## src/rtl/run_ctrl.sv

```systemverilog
`default_nettype none
// ============================================================================
// Module   : run_ctrl
// Purpose  : Sequences NUM_PROGS processor runs (Start pulse, Ack wait),
//            measures each run in cycles and aborts on a per-program watchdog.
//            Define RUN_CTRL_TOTAL_EN to build the TotalCount accumulator.
// Revision : 1.0 - initial release
// ============================================================================
module run_ctrl #(
    parameter int unsigned NUM_PROGS = 3,
    parameter int unsigned CW        = 16,
    parameter int unsigned START_CYC = 2,
    parameter int unsigned TIMEOUT   = 16'hFFFF
) (
    input  logic          Clk,
    input  logic          Reset,
    input  logic          Go,
    input  logic          Ack,
    output logic          Start,
    output logic [7:0]    ProgIdx,
    output logic [CW-1:0] CycleCount,
    output logic          CountValid,
    output logic          Busy,
    output logic          Done,
    output logic          Timeout,
    output logic [CW+7:0] TotalCount
);

    localparam logic [2:0] c_idle     = 3'd0;
    localparam logic [2:0] c_start    = 3'd1;
    localparam logic [2:0] c_wait_low = 3'd2;
    localparam logic [2:0] c_run      = 3'd3;
    localparam logic [2:0] c_report   = 3'd4;
    localparam logic [2:0] c_done     = 3'd5;

    localparam int              c_sw         = (START_CYC > 1) ? $clog2(START_CYC) : 1;
    localparam logic [c_sw-1:0] c_start_last = c_sw'(START_CYC - 1);
    localparam logic [CW-1:0]   c_wd_last    = CW'(TIMEOUT - 1);
    localparam logic [7:0]      c_last_prog  = 8'(NUM_PROGS - 1);

    logic [2:0]      r_state;
    logic [2:0]      w_next_state;
    logic [c_sw-1:0] r_start_cnt;
    logic [CW-1:0]   r_cyc_cnt;
    logic [CW-1:0]   r_wd_cnt;
    logic [CW-1:0]   w_cyc_inc;
    logic [CW-1:0]   w_cyc_next;
    logic            w_in_wait;
    logic            w_expire;
    logic            w_report_load;
    logic            w_go;

    assign w_in_wait     = (r_state == c_wait_low) || (r_state == c_run);
    assign w_expire      = w_in_wait && (r_wd_cnt == c_wd_last);
    assign w_report_load = (r_state == c_run) && Ack && !w_expire;
    assign w_go          = ((r_state == c_idle) || (r_state == c_done)) && Go;
    assign w_cyc_inc     = (r_cyc_cnt == '1) ? r_cyc_cnt : r_cyc_cnt + CW'(1);
    assign w_cyc_next    = Ack ? r_cyc_cnt : w_cyc_inc;

    // State register
    always_ff @(posedge Clk or posedge Reset) begin
        if (Reset) begin
            r_state <= c_idle;
        end else begin
            r_state <= w_next_state;
        end
    end

    // Next-state logic; the watchdog takes priority over a coincident Ack
    always_comb begin
        w_next_state = r_state;
        case (r_state)
            c_idle, c_done: begin
                if (Go) w_next_state = c_start;
            end
            c_start: begin
                if (r_start_cnt == c_start_last) w_next_state = c_wait_low;
            end
            c_wait_low: begin
                if (w_expire)  w_next_state = c_done;
                else if (!Ack) w_next_state = c_run;
            end
            c_run: begin
                if (w_expire) w_next_state = c_done;
                else if (Ack) w_next_state = c_report;
            end
            c_report: begin
                if (ProgIdx == c_last_prog) w_next_state = c_done;
                else                        w_next_state = c_start;
            end
            default: w_next_state = c_idle;
        endcase
    end

    // Moore outputs decoded from the state register only
    always_comb begin
        Start = 1'b0;
        Busy  = 1'b1;
        Done  = 1'b0;
        case (r_state)
            c_idle:  Busy = 1'b0;
            c_start: Start = 1'b1;
            c_done: begin
                Busy = 1'b0;
                Done = 1'b1;
            end
            default: ;
        endcase
    end

    always_ff @(posedge Clk or posedge Reset) begin
        if (Reset) begin
            r_start_cnt <= '0;
            r_cyc_cnt   <= '0;
            r_wd_cnt    <= '0;
        end else begin
            if ((r_state == c_start) && (w_next_state == c_start)) begin
                r_start_cnt <= r_start_cnt + c_sw'(1);
            end else begin
                r_start_cnt <= '0;
            end

            if (r_state == c_start) begin
                r_cyc_cnt <= '0;
                r_wd_cnt  <= '0;
            end else if (w_in_wait) begin
                r_cyc_cnt <= w_cyc_next;
                r_wd_cnt  <= r_wd_cnt + CW'(1);
            end
        end
    end

    // Result reporting and sequence bookkeeping
    always_ff @(posedge Clk or posedge Reset) begin
        if (Reset) begin
            ProgIdx    <= '0;
            CycleCount <= '0;
            CountValid <= 1'b0;
            Timeout    <= 1'b0;
        end else begin
            CountValid <= 1'b0;
            if (w_go) begin
                ProgIdx <= '0;
                Timeout <= 1'b0;
            end
            if (w_expire) begin
                CycleCount <= w_cyc_next;
                CountValid <= 1'b1;
                Timeout    <= 1'b1;
            end else if (w_report_load) begin
                CycleCount <= r_cyc_cnt;
                CountValid <= 1'b1;
            end
            if ((r_state == c_report) && (ProgIdx != c_last_prog)) begin
                ProgIdx <= ProgIdx + 8'd1;
            end
        end
    end

`ifdef RUN_CTRL_TOTAL_EN
    logic [CW+7:0] r_total;
    logic [CW+8:0] w_total_sum;

    assign w_total_sum = {1'b0, r_total} + (CW+9)'(r_cyc_cnt);

    always_ff @(posedge Clk or posedge Reset) begin
        if (Reset) begin
            r_total <= '0;
        end else if (w_go) begin
            r_total <= '0;
        end else if (w_report_load) begin
            r_total <= w_total_sum[CW+8] ? '1 : w_total_sum[CW+7:0];
        end
    end

    assign TotalCount = r_total;
`else
    assign TotalCount = '0;
`endif

endmodule
`default_nettype wire

```

## config.mk

```make
export PLATFORM = sky130hd
export DESIGN_NAME = run_ctrl
export DESIGN_NICKNAME = d
export VERILOG_FILES = /design/src/rtl/run_ctrl.sv
export SDC_FILE = /design/constraint.sdc
export NUM_CORES = 1
export LEC_CHECK = 0
export CAP_MARGIN = 30
export CORE_MARGIN = 2
export CORE_UTILIZATION = 59
export CTS_CLUSTER_DIAMETER = 60
export DETAILED_ROUTE_END_ITERATION = 10
export PLACE_DENSITY = 0.87
export SLEW_MARGIN = 20
export SYNTH_ARGS = -nofsm -noshare
export SYNTH_HDL_FRONTEND = slang
export SYNTH_SLANG_ARGS = --single-unit
```

## constraint.sdc

```tcl
create_clock -name Clk -period 5.3 [get_ports Clk]
set_input_delay 0.53 -clock Clk [delete_from_list [all_inputs] [get_ports Clk]]
set_output_delay 0.53 -clock Clk [all_outputs]
set_load 0.02 [all_outputs]
```

==> results.py <==
metrics = {
    "pwr": {
        "p_seq_share_pct": 36.7,
        "clkPwrFrac_pct": 23.5,
        "pwr_density_cell_nw_per_um2": 428,
        "netSwitchingFraction_pct": 38.3,
        "total_power_mw": 1.80,
        "power.switching_mw": 0.688,
        "combPwrFrac_pct": 39.8,
        "internal_power_mw": 1.11,
        "p_leak_nw": 1.87,
        "vdd_drop_max_uv": 375,
    },
    "cts": {
        "cts-resized-gates": 0,
        "cts_tree": "done",
        "cts.clk_slew.worst_paths_ns": 0.07,
        "cts-root-buf": "clkbuf_8",
        "cts_buffer_depth": 2,
        "cts_sinks": 62,
        "cts_max_level": 3,
        "cts_setup_buffers": 0,
        "clk_latency_ns": 0.35,
        "ctsHoldBuffers": 0,
        "cts_buffers": 9,
    },
    "cells_and_area": {
        "n_antenna_cell": 0,
        "area_delta_synth_final_pct": 11.4,
        "final_nets": 442,
        "layout.cells.non_filler": 515,
        "fin_area_um2": 4200,
        "layout-drive-gt1-share_pct": 10.5,
    },
    "global_routing": {
        "antenna_found_initial": 0,
        "track_usage_pct": 24.0,
        "overflow": 0,
        "grt_max_degree": 63,
        "grt_pass1_wl_um": 13700,
        "grt_pass1_vias": 2947,
    },
    "timing": {
        "fin_crit_sh_pct": 53.2,
        "fin_crit_ns": 2.82,
        "fin_hold_ws_ns": 0.477,
        "finalSetupViolCount": 0,
        "max_freq_ghz": 0.355,
        "setup_tns_ns": 0,
        "drv_slew": 0,
        "relSlewSlack_pct": 40.9,
        "rsz0062_at_grt": "false",
        "worst_pin_slew_ns": 0.886,
        "skew_ns": 0.00769,
        "finalHoldViolCount": 0,
    },
    "place": {
        "io_buffers": 32,
        "place.gp.congestion": 0.848,
        "place_area_um2": 4000,
        "dp_cells": 499,
        "dpl.hpwl_um": 5470,
    },
    "route": {
        "detail-route-antenna-nets": 0,
        "wl_per_cell_um": 15.6,
        "drt-total-wl_um": 8040,
        "route.detailed.drc": 0,
        "first_iter_violations": 259,
        "vias_per_cell": 5.93,
        "firstDrtPassIters": 4,
        "vias": 3053,
    },
    "worst_setup_path": {
        "cp_cell_sequence": "nand2b_1 -> nor2_1 -> and4_1 -> or2_2 -> a221o_1",
        "worstPathRequired_ns": 5.53,
        "path_buf_inv": 0,
        "cp.arrival_ns": 3.05,
        "slowest_stage": "nand2b_1",
        "critPathMaxStageDelay_ns": 0.74,
        "crit_fanout": 27,
        "cpLargestDelayFamily": "simple AND/OR/NAND/NOR gates",
        "setup.worst_path.start_class": "flip-flop",
        "crit_type": "flip-flop to flip-flop",
        "worst_setup_path_end_kind": "flip-flop",
    },
    "yosys": {
        "ys_seq_elements": 62,
        "yosys-top-cells-count": "dfrtp_1, nor2_1, buf_4",
        "syn_area_um2": 3770,
        "synth.area.top_cells": "dfrtp_1, buf_4, nor2_1",
        "synth-edff-count": 0,
        "yosysWarnings": 0,
        "syn_area_per_cell_um2": 9.20,
        "syn_inst": 410,
        "ys_types": 60,
        "yosysSeqAreaShare_pct": 41.1,
        "synthDominantCellAreaShare_pct": 41.1,
        "synth-async-reset-ratio_pct": 100,
        "synth_ff_type": "dfrtp_1",
        "synth_top_cell_by_area": "dfrtp_1",
        "yosysMostFrequentCell": "dfrtp_1",
    },
    "min_path": {
        "holdCritPathClass": "flip-flop to flip-flop",
    },
    "run_status": {
        "status": "complete, no violations",
    },
    "floorplan": {
        "io-pin-count": 57,
        "die_width_um": 84.0,
        "start_util_pct": 60.1,
        "fp.dieH_um": 84.0,
        "dieArea_um2": 7050,
        "fp-row-count": 29,
        "design.core.area_um2": 6280,
    },
    "run": {
        "drv.max_cap_violation_count": 0,
    },
}
[per-layer routing]
metal / wire length (µm) / global-route usage (%) / vias to the layer above / part of all wire [%]
li1: - / - / 1464 / -
met1: 3590 / 30.7 / 1478 / 45
met2: 3880 / 38.7 / 90 / 48
met3: 407 / 7.91 / 21 / 5.1
met4: 157 / 7.92 / 0 / 2.0
met5: 0 / 0 / - / 0
[power by group through the flow]
stage / registers, mW / logic, mW / clock network, mW
floorplan: 0.713 / 0.427 / 0
global placement: 0.662 / 0.694 / 0
detailed placement: 0.667 / 0.713 / 0
CTS: 0.659 / 0.717 / 0.428
global route: 0.677 / 0.780 / 0.447
finish: 0.660 / 0.716 / 0.423
[flip-flops by register name, indices dropped and copies added (netlist names)]
register and cells:
CountValid 1, CycleCount 16, r_state 3, Timeout 1, ProgIdx 8, r_start_cnt 1, r_cyc_cnt 16, r_wd_cnt 16
[metrics by stage]
| step | worst slack [ns] | util, % |
|---|---|---|
| after detailed placement | 2.50 | 63.7 |
| after global placement | 2.59 | 63.7 |
| after CTS | 2.49 | 66.9 |
| after global routing | 2.15 | 66.9 |
| final | 2.48 | 66.9 |
| after floorplan | 3.23 | - |
[layout make-up]
class | instances | area, µm²
Tap cell | 77 | 96.3
Inverter | 21 | 78.8
Clock inverter | 4 | 45.0
Sequential cell | 62 | 1550
Fill cell | 492 | 2080
Timing Repair Buffer | 34 | 335
Clock buffer | 12 | 155
Multi-Input combinational cell | 305 | 1940
[worst paths after layout]
check                                 to   startpoint  cells after the start  slack (ns)
min reg2reg                  r_start_cnt  r_start_cnt                      1        0.48
max in group asynchronous  CycleCount[9]        Reset                      3        4.07
max reg2reg                   r_state[2]   r_state[2]                      5        2.48
min in group asynchronous     ProgIdx[2]        Reset                      3        0.73
max                           r_state[2]   r_state[2]                      5        2.48
min                          r_start_cnt  r_start_cnt                      1        0.48
[placed cells by master, fill, tap and decap left out, types with 13 or more instances in the layout]
master / count
dfrtp_1: 62
nor2_1: 36
clkdlybuf4s50_1: 32
nand2_1: 26
o21ai_0: 25
conb_1: 24
nor3_1: 23
inv_1: 20
nand3_1: 17
and3_1: 14
a21oi_1: 13
[cell families after synthesis]
kind of cell	share of synthesized area (%)
simple gates	26.4
mux	0.796
flops	41.1
buf+inv	9.85
fa+ha+maj	1.66
compound gates	16.8
other cells	0.0994
xor+xnor	3.25
Power figures use the tool's default switching activity.
